$ cat config.mk
export PLATFORM = sky130hd
export DESIGN_NAME = piano_key_encoder
export DESIGN_NICKNAME = d
export VERILOG_FILES = /design/src/rtl/piano_key_encoder_pkg.sv /design/src/rtl/piano_key_encoder_checker.sv /design/src/rtl/piano_key_encoder_key_debounce.sv /design/src/rtl/piano_key_encoder.sv
export SDC_FILE = /design/constraint.sdc
export NUM_CORES = 1
export LEC_CHECK = 0
export CORE_ASPECT_RATIO = 1.1
export CORE_MARGIN = 4
export CORE_UTILIZATION = 53
export CTS_CLUSTER_DIAMETER = 30
export DETAILED_ROUTE_END_ITERATION = 12
export PLACE_DENSITY = 0.8
export SETUP_SLACK_MARGIN = 0.2
export SLEW_MARGIN = 20
export SYNTH_ARGS = -nofsm -noshare
export SYNTH_HDL_FRONTEND = slang
export SYNTH_SLANG_ARGS = --single-unit
$ cat constraint.sdc
create_clock -name CLK -period 3.15 [get_ports CLK]
set_input_delay 0.4725 -clock CLK [delete_from_list [all_inputs] [get_ports CLK]]
set_output_delay 0.4725 -clock CLK [all_outputs]
set_load 0.02 [all_outputs]
$ cat src/rtl/piano_key_encoder_pkg.sv
// Shared note codes and key-encoding helpers for the piano front end.
// Codes match the ones the song-tutor FSMs and tone generator expect.
package piano_key_encoder_pkg;

  localparam int NUM_KEYS = 8;

  typedef enum logic [3:0] {
    NOTE_NONE = 4'd0,
    NOTE_C4   = 4'd1,
    NOTE_D    = 4'd2,
    NOTE_E    = 4'd3,
    NOTE_F    = 4'd4,
    NOTE_G    = 4'd5,
    NOTE_A    = 4'd6,
    NOTE_B    = 4'd7,
    NOTE_C5   = 4'd8
  } note_t;

  // Lowest-index pressed key wins, so C4 has the highest priority.
  function automatic note_t encode_note(input logic [NUM_KEYS-1:0] keys);
    note_t code;
    code = NOTE_NONE;
    for (int i = NUM_KEYS - 1; i >= 0; i--) begin
      if (keys[i]) begin
        code = note_t'(4'(i) + 4'd1);
      end else begin
        code = code;
      end
    end
    return code;
  endfunction

  // True when two or more keys are set (clearing the lowest set bit leaves something).
  function automatic logic is_chord(input logic [NUM_KEYS-1:0] keys);
    return ((keys & (keys - 8'd1)) != 8'd0);
  endfunction

endpackage

$ cat src/rtl/piano_key_encoder_checker.sv
// Protocol checks on the encoder outputs, kept apart from the datapath.
module piano_key_encoder_checker
  import piano_key_encoder_pkg::*;
(
  input logic                CLK,
  input logic                RESET,
  input logic [3:0]          note,
  input logic                note_strobe,
  input logic [NUM_KEYS-1:0] key_db
);

  // A strobe always marks the start of a real, different note.
  a_strobe_not_none : assert property (@(posedge CLK) disable iff (RESET)
    note_strobe |-> (note != 4'(NOTE_NONE)));

  a_strobe_on_change : assert property (@(posedge CLK) disable iff (RESET)
    note_strobe |-> (note != $past(note)));

  a_note_needs_key : assert property (@(posedge CLK) disable iff (RESET)
    (note != 4'(NOTE_NONE)) |-> ($past(key_db) != 8'd0));

endmodule

$ cat src/rtl/piano_key_encoder_key_debounce.sv
// One key: two-flop synchroniser followed by a stable-level debounce counter.
// The counter only runs while the synchronised level disagrees with the accepted one.
module piano_key_encoder_key_debounce #(
  parameter int DEBOUNCE_CNT = 500000,
  parameter int CNT_W        = 20
) (
  input  logic CLK,
  input  logic RESET,
  input  logic key_in,
  output logic key_db
);

  localparam logic [CNT_W-1:0] CNT_LAST = CNT_W'(DEBOUNCE_CNT - 1);
  localparam logic [CNT_W-1:0] CNT_ONE  = CNT_W'(1);

  logic             sync1_r;
  logic             sync2_r;
  logic             level_r;
  logic [CNT_W-1:0] cnt_r;

  // Synchronise the raw pin and accept a new level once it has held for DEBOUNCE_CNT cycles.
  always_ff @(posedge CLK) begin
    if (RESET) begin
      sync1_r <= 1'b0;
      sync2_r <= 1'b0;
      level_r <= 1'b0;
      cnt_r   <= '0;
    end else begin
      sync1_r <= key_in;
      sync2_r <= sync1_r;
      if (sync2_r == level_r) begin
        cnt_r <= '0;
      end else if (cnt_r == CNT_LAST) begin
        level_r <= sync2_r;
        cnt_r   <= '0;
      end else begin
        cnt_r <= cnt_r + CNT_ONE;
      end
    end
  end

  assign key_db = level_r;

endmodule

$ cat src/rtl/piano_key_encoder.sv
// Piano key front end: eight debounced keys priority-encoded into a registered note code.
// Define CHORD_REJECT_EN to report none while more than one key is held.
module piano_key_encoder
  import piano_key_encoder_pkg::*;
#(
  parameter int DEBOUNCE_CNT = 500000,
  parameter int CNT_W        = 20
) (
  input  logic                CLK,
  input  logic                RESET,
  input  logic [NUM_KEYS-1:0] key_in,
  output logic [3:0]          note,
  output logic                note_strobe,
  output logic [NUM_KEYS-1:0] key_db
);

  logic [NUM_KEYS-1:0] key_db_s;
  note_t               next_note_s;
  note_t               note_r;
  logic                note_strobe_r;

  for (genvar k = 0; k < NUM_KEYS; k++) begin : g_key
    piano_key_encoder_key_debounce #(
      .DEBOUNCE_CNT(DEBOUNCE_CNT),
      .CNT_W       (CNT_W)
    ) u_key_debounce (
      .CLK   (CLK),
      .RESET (RESET),
      .key_in(key_in[k]),
      .key_db(key_db_s[k])
    );
  end

  // Combinational encoder from the debounced key levels.
  always_comb begin
    next_note_s = NOTE_NONE;
`ifdef CHORD_REJECT_EN
    if (is_chord(key_db_s)) begin
      next_note_s = NOTE_NONE;
    end else begin
      next_note_s = encode_note(key_db_s);
    end
`else
    next_note_s = encode_note(key_db_s);
`endif
  end

  // Register the note and pulse the strobe when a new non-none note begins.
  always_ff @(posedge CLK) begin
    if (RESET) begin
      note_r        <= NOTE_NONE;
      note_strobe_r <= 1'b0;
    end else begin
      note_r        <= next_note_s;
      note_strobe_r <= (next_note_s != NOTE_NONE) && (next_note_s != note_r);
    end
  end

  assign note        = note_r;
  assign note_strobe = note_strobe_r;
  assign key_db      = key_db_s;

  piano_key_encoder_checker u_checker (
    .CLK        (CLK),
    .RESET      (RESET),
    .note       (note),
    .note_strobe(note_strobe),
    .key_db     (key_db)
  );

endmodule

==> qor.csv <==
metric,value,unit
number of hold buffers added after cts,0,
Slew headroom,46.1,%
post-synth cell types,44,
die area,0.0173,sq mm
clock-pin slew reported for the worst setup and hold paths after clock tree synthesis,0.07,ns
fraction of layout cells with a size suffix above 1,4.39,%
Worst-Margin Slew,0.802,ns
status,"complete, no violations",
Placement Cell Area,0.00837,sq mm
Die Ht,138,um
cell count after synthesis,911,
CTS tree,done,
leak pwr,2.82,nW
top achievable clock speed,464,MHz
Reg2Reg Depth,4,
antenna cells,0,
CP max FO,19,
gpl congestion,0.781,
Detailed Route Iter0 Violations,248,
CTS resizes,0,
Residual DRC,0,
RR Startpoint,g_key[7].u_key_debounce.cnt_r[8],
total power,4.64,mW
critical path launch point type,flip-flop,
prevailing post-synth register cell,dfxtp_1,
crit end category,flip-flop,
Initial Utilization,54.0,%
Async SR Flop Fraction,0,%
Layout Nets,940,
row count,47,
number of instances in the placed design,1099,
Post-DRT Antenna Nets,0,
hold path endpoint,g_key[2].u_key_debounce.sync2_r,
Mapped Nets,929,
"reg-to-reg slack, setup",1.0,ns
RSZ-0062 raised after global routing,no,
CP startpoint,g_key[7].u_key_debounce.cnt_r[8],
Crit path arrival time,2.45,ns
Final Critical Period,2.15,ns
HPWL Detailed,9560,um
setup violators final,0,
I/O Buffers,22,
Die Wd,126,um
Pre-antenna DRT Iters,6,
synth-to-layout area growth,10.9,%
hold depth,1,
CORE AREA,0.0150,sq mm
vias after detailed routing,5940,
Reg-to-Reg End,g_key[7].u_key_debounce.cnt_r[14],
first-pass GRT wire length,25200,um
final slew viol count,0,
"Req. time, crit path",3.44,ns
CTS Buf Count,17,
Fin Clk Skew,0.00857,ns
Final Hold Viols,0,
CTS sink cnt,189,
Crit Path Class,flip-flop to flip-flop,
post-synthesis sequential area ratio,46.8,%
synthesized area,0.00809,sq mm
Routed Wire Length,14300,um
GRT Util Overall,17.5,%
CTS H-tree lvls,4,
Synth Warn #,0,
initial antenna violation count,0,
"Avg Cell Area, Syn",8.88,sq um
largest net degree at the start of global routing,21,
Seq cells post-synth,189,
vias per inst,5.26,
WHS,0.433,ns
Worst VDD drop,0.387,mV
CTS max path bufs,2,
Hold Path Origin,g_key[2].u_key_debounce.sync1_r,
number of max-cap violations,0,
Post-CTS Setup Repair Bufs,0,
GRT overflow,0,
design area,0.00897,sq mm
non-filler instance count after layout,1130,
crit share post-route,68.4,%
worst hold path class,flip-flop to flip-flop,
number of top-level pins,23,
WL/cell,12.6,um
Pwr Density,518,mW/mm^2
Root Driver,clkbuf_16,
"EDFF count, synth",0,
final setup TNS,0,ns
Skew-Pair Late Insertion Delay,0.43,ns
number of global-route vias before repair,5771,
==> final cells by class <==
type,instances,area (sq um)
clock buffers,22,464
well taps,196,245
inverters,18,67.6
clock inverters,9,138
multi-input cells,672,4040
repair buffers,24,235
flip-flops and latches,189,3780
fillers,1306,6020
==> per-layer routing <==
layer  vias up  share of wire, %  GRT usage (%)
met5         -                 0              0
met2        64                47           30.1
li1       3064                 -              -
met1      2787                48           20.9
met3        25               2.4           3.68
met4         0               2.4           8.34
==> synthesized netlist by cell type, drive strengths merged (2+ instances only) <==
| cell | count | share of area (%) |
|---|---|---|
| nor3b | 2 | 0.19 |
| or4b | 3 | 0.37 |
| and3 | 20 | 1.5 |
| nor3 | 21 | 1.4 |
| nor2 | 208 | 9.6 |
| nor4 | 17 | 1.5 |
| nor2b | 19 | 1.5 |
| and2 | 4 | 0.31 |
| xnor2 | 65 | 7.0 |
| nand2b | 11 | 0.85 |
| xor2 | 87 | 9.4 |
| ha | 8 | 1.2 |
| mux2i | 6 | 0.74 |
| buf | 24 | 2.1 |
| o21ai | 3 | 0.19 |
| nand3 | 53 | 3.3 |
| nor4b | 8 | 0.87 |
| nand2 | 52 | 2.4 |
| a211oi | 2 | 0.19 |
| clkbuf | 8 | 0.37 |
| nand4 | 47 | 3.6 |
| dfxtp | 189 | 47 |
| or2 | 7 | 0.54 |
| a21oi | 2 | 0.12 |
| and4 | 13 | 1.4 |
| nor4bb | 4 | 0.49 |
| inv | 18 | 0.83 |
| or3 | 2 | 0.15 |
==> sequential cells by signal, summed over array words and instances, names as in the netlist <==
register,flops
g_key.u_key_debounce.sync2_r,8
g_key.u_key_debounce.sync1_r,8
g_key.u_key_debounce.cnt_r,160
g_key.u_key_debounce.key_db,8
note,4
note_strobe,1
==> cells in the final DEF, fill, tap and decap left out, types with 11 or more instances in the layout <==
cell type	instances
and3_1	20
and4_1	12
clkbuf_16	17
clkdlybuf4s50_1	22
dfxtp_1	189
inv_1	18
nand2_1	52
nand2b_1	11
nand3_1	53
nand4_1	47
nor2_1	208
nor2b_1	19
nor3_1	20
nor4_1	14
xnor2_1	65
xor2_1	87
==> power by group <==
group	switching [mW]	internal, mW
sequential	0.00729	2.40
clock	0.892	1.29
combinational	0.0306	0.0236
total	0.930	3.71
==> worst max path at each step <==
| stage | endpoint | slack [ns] |
|---|---|---|
| floorplan | g_key[0].u_key_debounce.cnt_r[11] | 1.31 |
| global placement | g_key[3].u_key_debounce.cnt_r[18] | 0.84 |
| detailed placement | g_key[3].u_key_debounce.cnt_r[19] | 0.77 |
| CTS | g_key[7].u_key_debounce.cnt_r[14] | 0.99 |
| global route | g_key[7].u_key_debounce.cnt_r[13] | 0.82 |
| finish | g_key[7].u_key_debounce.cnt_r[14] | 1.0 |
==> cells by family (layout without fill, tap and decap cells) <==
kind of cell	Yosys count	after routing	synth area share, %
XOR/XNOR	152	152	16.5
AND/OR/NAND/NOR	494	494	30.4
adder cells (fa/ha/maj)	8	8	1.24
multiplexers	6	6	0.742
flip-flops	189	189	46.8
AO/OA/AOI/OAI	12	12	1.08
buffers and inverters	50	73	3.31
==> through the flow <==
| stage | setup slack [ns] | utilization (%) |
|---|---|---|
| after floorplan | 1.31 | - |
| after global placement | 0.839 | 55.8 |
| after detailed placement | 0.772 | 55.8 |
| after CTS | 0.990 | 59.8 |
| after global routing | 0.825 | 59.8 |
| final | 0.996 | 59.8 |
==> worst max-delay path, cell delays in order (launching register included) <==
cell     delay (ns)
dfxtp_1        0.43
or4b_1         0.50
nor4_2         0.41
or2_1          0.57
nor2_1         0.11
(Power assumes the default switching activity.)
